<file path="src/rtl/mem_ctrl.sv">
// mem_ctrl: arbitrates the single byte-wide RAM/IO port between instruction
// fetch (IF) and the data-memory stage (MEM).
//   - Word, half and byte requests are split into back-to-back byte accesses.
//   - Read data is reassembled little-endian.
//   - MEM has priority over IF and may preempt an in-flight fetch.
// Ports:
//   clk_in, rst_in (async, active-low), rdy_in (global stall)
//   if_req_in / if_addr_in / if_done_out / inst_out         : fetch side
//   read_req_in / write_req_in / mem_addr_in / mem_val_in /
//   store_len_in / mem_done_out / mem_val_read_out          : MEM side
//   memctrl_busy_out                                        : 00 idle, 01 IF, 10 MEM
//   ram_din_in / ram_dout_out / ram_a_out / ram_wr_out      : byte RAM/IO port
//   io_buffer_full_in                                       : stalls IO-region writes
module mem_ctrl #(
  parameter int IO_SEL_HI = 17,
  parameter int IO_SEL_LO = 16
) (
  input  logic        clk_in,
  input  logic        rst_in,
  input  logic        rdy_in,
  input  logic        if_req_in,
  input  logic [31:0] if_addr_in,
  output logic        if_done_out,
  output logic [31:0] inst_out,
  input  logic        read_req_in,
  input  logic        write_req_in,
  input  logic [31:0] mem_addr_in,
  input  logic [31:0] mem_val_in,
  input  logic [2:0]  store_len_in,
  output logic        mem_done_out,
  output logic [31:0] mem_val_read_out,
  output logic [1:0]  memctrl_busy_out,
  input  logic [7:0]  ram_din_in,
  output logic [7:0]  ram_dout_out,
  output logic [31:0] ram_a_out,
  output logic        ram_wr_out,
  input  logic        io_buffer_full_in
);

  typedef enum logic [1:0] {
    S_IDLE   = 2'd0,
    S_IF_RD  = 2'd1,
    S_MEM_RD = 2'd2,
    S_MEM_WR = 2'd3
  } state_t;

  state_t      r_state;
  logic [3:0]  r_cnt;
  logic [3:0]  r_len;
  logic [31:0] r_addr;
  logic [31:0] r_wdata;
  logic [31:0] r_buf;
  logic [31:0] r_inst;
  logic [31:0] r_mem_val;
  logic        r_if_done;
  logic        r_mem_done;

  logic        w_idle_ok;
  logic        w_mem_req;
  logic        w_take_mem;
  logic        w_take_if;
  logic        w_stall;
  logic        w_rd_active;
  logic        w_wr_active;
  logic [3:0]  w_mem_len;
  logic [31:0] w_merged;

  function automatic logic [31:0] put_byte(input logic [31:0] word,
                                           input logic [1:0]  idx,
                                           input logic [7:0]  b);
    logic [31:0] res;
    res = word;
    case (idx)
      2'd0:    res[7:0]   = b;
      2'd1:    res[15:8]  = b;
      2'd2:    res[23:16] = b;
      2'd3:    res[31:24] = b;
      default: res        = word;
    endcase
    return res;
  endfunction

  function automatic logic [7:0] get_byte(input logic [31:0] word,
                                          input logic [1:0]  idx);
    logic [7:0] res;
    case (idx)
      2'd0:    res = word[7:0];
      2'd1:    res = word[15:8];
      2'd2:    res = word[23:16];
      2'd3:    res = word[31:24];
      default: res = 8'd0;
    endcase
    return res;
  endfunction

  // Acceptance / preemption decisions and byte-port decode
  always_comb begin
    // A done pulse blocks acceptance so a request being dropped is not re-taken
    w_idle_ok   = (r_state == S_IDLE) && !r_if_done && !r_mem_done;
    w_mem_req   = write_req_in || read_req_in;
    w_take_mem  = w_mem_req && (w_idle_ok || (r_state == S_IF_RD));
    w_take_if   = if_req_in && w_idle_ok && !w_mem_req;
    w_mem_len   = write_req_in ? ({1'b0, store_len_in} + 4'd1) : {1'b0, store_len_in};
    w_stall     = (r_state == S_MEM_WR) && io_buffer_full_in &&
                  (r_addr[IO_SEL_HI:IO_SEL_LO] == 2'b11);
    w_rd_active = ((r_state == S_IF_RD) || (r_state == S_MEM_RD)) && (r_cnt < r_len);
    w_wr_active = (r_state == S_MEM_WR) && (r_cnt < r_len);
    // The byte arriving now belongs to the address issued one cycle earlier
    if (r_cnt != 4'd0) begin
      w_merged = put_byte(r_buf, r_cnt[1:0] - 2'd1, ram_din_in);
    end else begin
      w_merged = r_buf;
    end
    if (w_rd_active || w_wr_active) begin
      ram_a_out = r_addr + {28'd0, r_cnt};
    end else begin
      ram_a_out = 32'd0;
    end
    if (w_wr_active) begin
      ram_dout_out = get_byte(r_wdata, r_cnt[1:0]);
    end else begin
      ram_dout_out = 8'd0;
    end
    ram_wr_out = w_wr_active && !w_stall;
    case (r_state)
      S_IDLE:   memctrl_busy_out = 2'b00;
      S_IF_RD:  memctrl_busy_out = 2'b01;
      S_MEM_RD: memctrl_busy_out = 2'b10;
      S_MEM_WR: memctrl_busy_out = 2'b10;
      default:  memctrl_busy_out = 2'b00;
    endcase
  end

  assign if_done_out      = r_if_done;
  assign mem_done_out     = r_mem_done;
  assign inst_out         = r_inst;
  assign mem_val_read_out = r_mem_val;

  // Sequencer: acceptance, preemption, byte stepping, data capture, done pulses
  always_ff @(posedge clk_in or negedge rst_in) begin
    if (!rst_in) begin
      r_state    <= S_IDLE;
      r_cnt      <= 4'd0;
      r_len      <= 4'd0;
      r_addr     <= 32'd0;
      r_wdata    <= 32'd0;
      r_buf      <= 32'd0;
      r_inst     <= 32'd0;
      r_mem_val  <= 32'd0;
      r_if_done  <= 1'b0;
      r_mem_done <= 1'b0;
    end else if (rdy_in) begin
      r_if_done  <= 1'b0;
      r_mem_done <= 1'b0;
      if (w_take_mem) begin
        // Also the preemption path: a fetch in progress is simply dropped
        r_state <= write_req_in ? S_MEM_WR : S_MEM_RD;
        r_addr  <= mem_addr_in;
        r_wdata <= mem_val_in;
        r_len   <= w_mem_len;
        r_cnt   <= 4'd0;
        r_buf   <= 32'd0;
      end else if (w_take_if) begin
        r_state <= S_IF_RD;
        r_addr  <= if_addr_in;
        r_len   <= 4'd4;
        r_cnt   <= 4'd0;
        r_buf   <= 32'd0;
      end else begin
        case (r_state)
          S_IF_RD, S_MEM_RD: begin
            if ((r_state == S_IF_RD) && !if_req_in) begin
              r_state <= S_IDLE;
              r_cnt   <= 4'd0;
            end else begin
              r_buf <= w_merged;
              if (r_cnt == r_len) begin
                r_state <= S_IDLE;
                r_cnt   <= 4'd0;
                if (r_state == S_IF_RD) begin
                  r_inst    <= w_merged;
                  r_if_done <= 1'b1;
                end else begin
                  r_mem_val  <= w_merged;
                  r_mem_done <= 1'b1;
                end
              end else begin
                r_cnt <= r_cnt + 4'd1;
              end
            end
          end
          S_MEM_WR: begin
            if (w_stall) begin
              r_cnt <= r_cnt;
            end else if (r_cnt == (r_len - 4'd1)) begin
              r_state    <= S_IDLE;
              r_cnt      <= 4'd0;
              r_mem_done <= 1'b1;
            end else begin
              r_cnt <= r_cnt + 4'd1;
            end
          end
          default: begin
            r_state <= S_IDLE;
          end
        endcase
      end
    end
  end

endmodule
</file>
<file path="config.mk">
export PLATFORM = sky130hd
export DESIGN_NAME = mem_ctrl
export DESIGN_NICKNAME = d
export VERILOG_FILES = /design/src/rtl/mem_ctrl.sv
export SDC_FILE = /design/constraint.sdc
export NUM_CORES = 1
export LEC_CHECK = 0
export ABC_AREA = 1
export BUFFER_PORTS_ARGS = -buffer_cell sky130_fd_sc_hd__buf_2
export CORE_MARGIN = 1
export CORE_UTILIZATION = 25
export DETAILED_ROUTE_END_ITERATION = 6
export GPL_TIMING_DRIVEN = 0
export PLACE_DENSITY_LB_ADDON = 0.2
export SYNTH_ARGS = -nofsm -noshare
export SYNTH_HDL_FRONTEND = slang
export SYNTH_SLANG_ARGS = --single-unit
export TNS_END_PERCENT = 30
</file>
<file path="constraint.sdc">
create_clock -name clk_in -period 2.3 [get_ports clk_in]
set_input_delay 0.46 -clock clk_in [delete_from_list [all_inputs] [get_ports clk_in]]
set_output_delay 0.46 -clock clk_in [all_outputs]
set_load 0.005 [all_outputs]
</file>
# After elaboration in Yosys (flattened, before gate mapping)
# Index checks and enable logic that the tools add are counted.
op_classes:
  n_addsub: 5
  n_lt_le_gt_ge: 1
  eq_ne: 16
  mux: 47
  bitwise_logic: 4
  reduce_logical: 36
ops:
  columns: ["cell", "n"]
  rows:
  - ["$mux W32", 8]
  - ["$mux W8", 5]
  - ["$mux W4", 9]
  - ["$add A32 B4 Y32", 1]
  - ["$pmux W8 S4", 1]
  - ["$eq A2 B2 Y1 const B", 7]
  - ["$mux W1", 14]
  - ["$reduce_and A7 Y1", 2]
  - ["$mux W2", 6]
  - ["$logic_and A1 B1 Y1", 11]
  - ["$eq A4 B4 Y1", 2]
  - ["$pmux W4 S2", 1]
  - ["$reduce_bool A4 Y1", 2]
  - ["$eq A2 B1 Y1 const B", 3]
  - ["$logic_not A2 Y1", 3]
  - ["$pmux W2 S3", 1]
  - ["$reduce_and A3 Y1", 2]
  - ["$logic_not A1 Y1", 5]
  - ["$ne A5 B5 Y1 const B", 1]
  - ["$add A3 B1 Y4 const B", 1]
  - ["$add A4 B1 Y4 const B", 1]
  - ["$logic_or A1 B1 Y1", 4]
  - ["$lt A4 B4 Y1", 1]
  - ["$ne A4 B3 Y1 const B", 1]
  - ["12 further kinds", 17]
totals:
  register_bits: 172
  inputBits: 114
  output_inout_bits: 109
  wordCells: 119

# Logic depth before layout (Yosys ltp)
depth:
  ltp_word: 8
  depth_mapped: 12

# Least setup slack after synthesis
# No wires, ideal clock.
synth_path:
  path_kind: "register -> output"
  start: "reg r_cnt[0]"
  end: "out ram_a_out[16]"
  t_arrival_ns: 1.765
  required_time_ns: 1.840
  slack_ns: 0.075
  path_stages_with_launch: 9
  cell_sequence: "dfrtp_1 > ha_1 > fa_1 > inv_1 > nor2_1 > nor2_2 > nor2_1 > and3_1 > nor3_1"
synth_via:
  elab_chain_len: 4
  elab_cells_between_ends: 6
synth_lines:
  columns: ["item", "line_no", "text"]
  rows:
  - ["start, declared", "48", "logic [3:0] r_cnt;"]
  - ["start signal, assigned", "188", "r_cnt <= r_cnt + 4'd1;"]
  - ["start signal, assigned", "194", "r_cnt <= r_cnt;"]
  - ["start signal, assigned", "200", "r_cnt <= r_cnt + 4'd1;"]
  - ["branches (longest 3 deep; another with $add A32 B4 Y32)", null, null]
  - ["$mux W32 (*)", "114", "if (w_rd_active || w_wr_active) begin"]
  - ["end, declared", "35", "output logic [31:0] ram_a_out,"]
# Every way passes the cells marked *.

# Worst setup path after layout
layout_path:
  start: "reg r_cnt[1]"
  end: "out ram_a_out[28]"
# The elaborated chain is that of the path after synthesis.

==> results.json <==
{
  "min_period_ps": 2830,
  "yosysTopAreaCell": "dfrtp_1",
  "critical_path_class": "reg2out",
  "overflow": 0,
  "rows": 69,
  "die_w_um": 193,
  "whs_ps": 13.1,
  "arrival_ps": 2370,
  "finalCritPeriodShare_pct": 123,
  "syn_nets": 1275,
  "hold_path.class": "in2async",
  "synth_common_cells": "nand2_1 (361), dfrtp_1 (172), nor2_1 (140), inv_1 (83), o21ai_1 (45)",
  "endpoint_kind": "primary output",
  "crit_fanout": 5,
  "final_util_pct": 34.2,
  "status": "finished with violations",
  "dpl.cell_count": 1821,
  "grt_use_met1_pct": 23.4,
  "ys_types": 42,
  "startpoint": "r_cnt[1]",
  "vias": 8654,
  "yosysSeqAreaShare_pct": 47.3,
  "ys_seq_elements": 172,
  "power_density_nw_per_um2": 1150,
  "via_per_inst": 4.60,
  "synthTopCellsByArea": "dfrtp_1 (47%), nand2_1 (15%), nor2_1 (5.8%)",
  "dp_hpwl_um": 22800,
  "avgRoutedWirePerCell_um": 16.6,
  "synth.top_cell.area_share_pct": 47.3,
  "synth_edf_count": 0,
  "synth_async_sr_flop_share_pct": 100,
  "nets": 1543,
  "fmax_mhz": 354,
  "startpoint_type": "flop",
  "grt_pass1_vias": 8251,
  "drive_gt1_share_pct": 32.3,
  "clkSlewWorstSetupHoldPaths_ps": 70,
  "peakVddDrop_mv": 0.559,
  "dieArea_um2": 37100,
  "route.detailed.drc": 30,
  "grt_pass1_wl_um": 47000,
  "grtUsageMet3_pct": 3.56,
  "routabilityCongestion": 0.863,
  "cts_sinks": 172,
  "syn_avg_cell_area_um2": 7.99,
  "cts_buffers": 17,
  "postCtsHoldBufs": 0,
  "grt_util_met2_pct": 25.8,
  "leakage_nw": 6.11,
  "dr.pass1.iters": 7,
  "initial_core_util_pct": 25.5,
  "violations": "DRC, setup timing",
  "yosys_warnings": 0,
  "die_y_um": 193,
  "rsz0062_at_grt": "yes",
  "io_buffers": 221,
  "cp.required_ps": 1840,
  "rr_startpoint": "r_state[1]",
  "slew-limit-headroom_pct": 57.8,
  "clk-insertion-delay-late_ps": 440,
  "h-tree-depth": 4,
  "io-pin-count": 223,
  "cap_viol_max_count": 0,
  "synth.most_common_cell": "nand2_1",
  "grt_max_degree": 95,
  "busiest_layer": "met2",
  "finalMaxSlewViolations": 0,
  "netlist_area_um2": 9090,
  "antenna_found_initial": 4,
  "grtUsageTotal_pct": 16.8,
  "skew_ps": 12.5,
  "setup_viol": 41,
  "core_area_um2": 35700,
  "pre_cts_ws_ps": -705,
  "hold_viol_final": 0,
  "cts_tree": "done",
  "routed_wl_um": 31200,
  "syn_to_final_growth_pct": 34.3,
  "worst_pin_slew_ps": 633,
  "netlist_instances": 1138,
  "antennaDiodeCount": 0,
  "final_cells": 1880,
  "synth-main-ff-cell": "dfrtp_1",
  "drtAntennaViolNets": 0,
  "fin_ws_ps": -528,
  "drt_iter0_markers": 491,
  "cts_buffer_depth": 2,
  "tns_ps": -17190,
  "cts-root-buf": "clkbuf_16"
}
## critical path: stages, from the launching register on
cell and delay [ps]:
dfrtp_2 470, buf_6 140, fa_2 410, inv_2 60, nor2_2 40, nor2_4 210
nor2_2 100, nand2_1 90, xor2_1 210, nor2_2 70, buf_2 130
## cell families after synthesis
kind of cell	count (synthesis)	synth area share [%]
fa+ha+maj	23	3.25
flops	172	47.3
buf+inv	140	7.23
xor+xnor	16	1.54
simple gates	584	26.3
compound gates	202	14.2
mux	1	0.110
## state kept, by name (all words and copies together) (netlist names)
| signal | count |
|---|---|
| inst_out | 32 |
| mem_val_read_out | 32 |
| r_addr | 32 |
| r_buf | 32 |
| r_wdata | 32 |
| r_cnt | 4 |
| r_len | 4 |
| r_state | 2 |
| if_done_out | 1 |
| mem_done_out | 1 |
## cells in the final DEF, fill, tap and decap left out, drive strengths merged
master    synthesis  routed
nand2           369     369
nor2            145     145
xnor2             5       5
buf              40     285
o211ai            1       1
o31ai            33      33
a211oi            1       1
nand3            37      38
nor3             12      12
inv              90      92
clkinv            1       7
o22ai            29      29
a311oi            8       8
nand3b            3       3
ha               22      22
and3              1       1
nand4            13      13
xor2             11      11
dfrtp           172     172
a21oi            23      23
clkbuf            9      34
clkinvlp          0       2
nor3b             3       3
fa                1       1
a31oi             1       1
mux2i             1       1
or2               1       1
o21ai           106     106
## worst paths after layout
| kind | end | slack [ps] | cells after the start |
|---|---|---|---|
| setup reg to reg | r_addr[6] | 40 | 7 |
| min in group clk_in | r_wdata[2] | 220 | 3 |
| max in group asynchronous | r_cnt[2] | 1350 | 2 |
| hold reg to reg | r_wdata[17] | 470 | 2 |
| setup / recovery | ram_a_out[28] | -530 | 10 |
| hold / removal | r_addr[20] | 10 | 1 |
## where the power goes
group	leakage (nW)	internal, mW	switching [mW]	total, mW
combinational	3.58	2.70	4.09	6.79
clock	0.265	1.46	1.31	2.77
sequential	2.27	3.78	0.752	4.54
## repair_timing
item | 4_1_cts | 5_1_grt
pin swaps | 12 | 17
gates cloned | 1 | 3
setup buffers | 14 | 10
endpoints found under the setup margin | 79 | 116
gates resized for setup | 83 | 72
## area by class of cell
type | instances | area [µm²]
Fill cell | 3738 | 23400
Buffer | 48 | 365
Sequential cell | 172 | 4310
Inverter | 91 | 365
Multi-Input combinational cell | 827 | 4640
Timing Repair Buffer | 249 | 1410
Tap cell | 461 | 577
Clock inverter | 10 | 82.6
Clock buffer | 22 | 464
## metrics by stage
stage | cell area [µm²] | power (mW)
floorplan | 9090 | 7.66
global placement | 10800 | 9.85
detailed placement | 10800 | 9.86
CTS | 11800 | 13.6
global route | 12200 | 15.1
finish | 12200 | 14.1
## layer usage
| metal | wire, µm | part of all wire (%) |
|---|---|---|
| met5 | 55 | 0.18 |
| met4 | 608 | 1.9 |
| met3 | 1630 | 5.2 |
| met2 | 14100 | 45 |
| met1 | 14900 | 48 |
No activity file was read; power rests on OpenSTA's default activity.
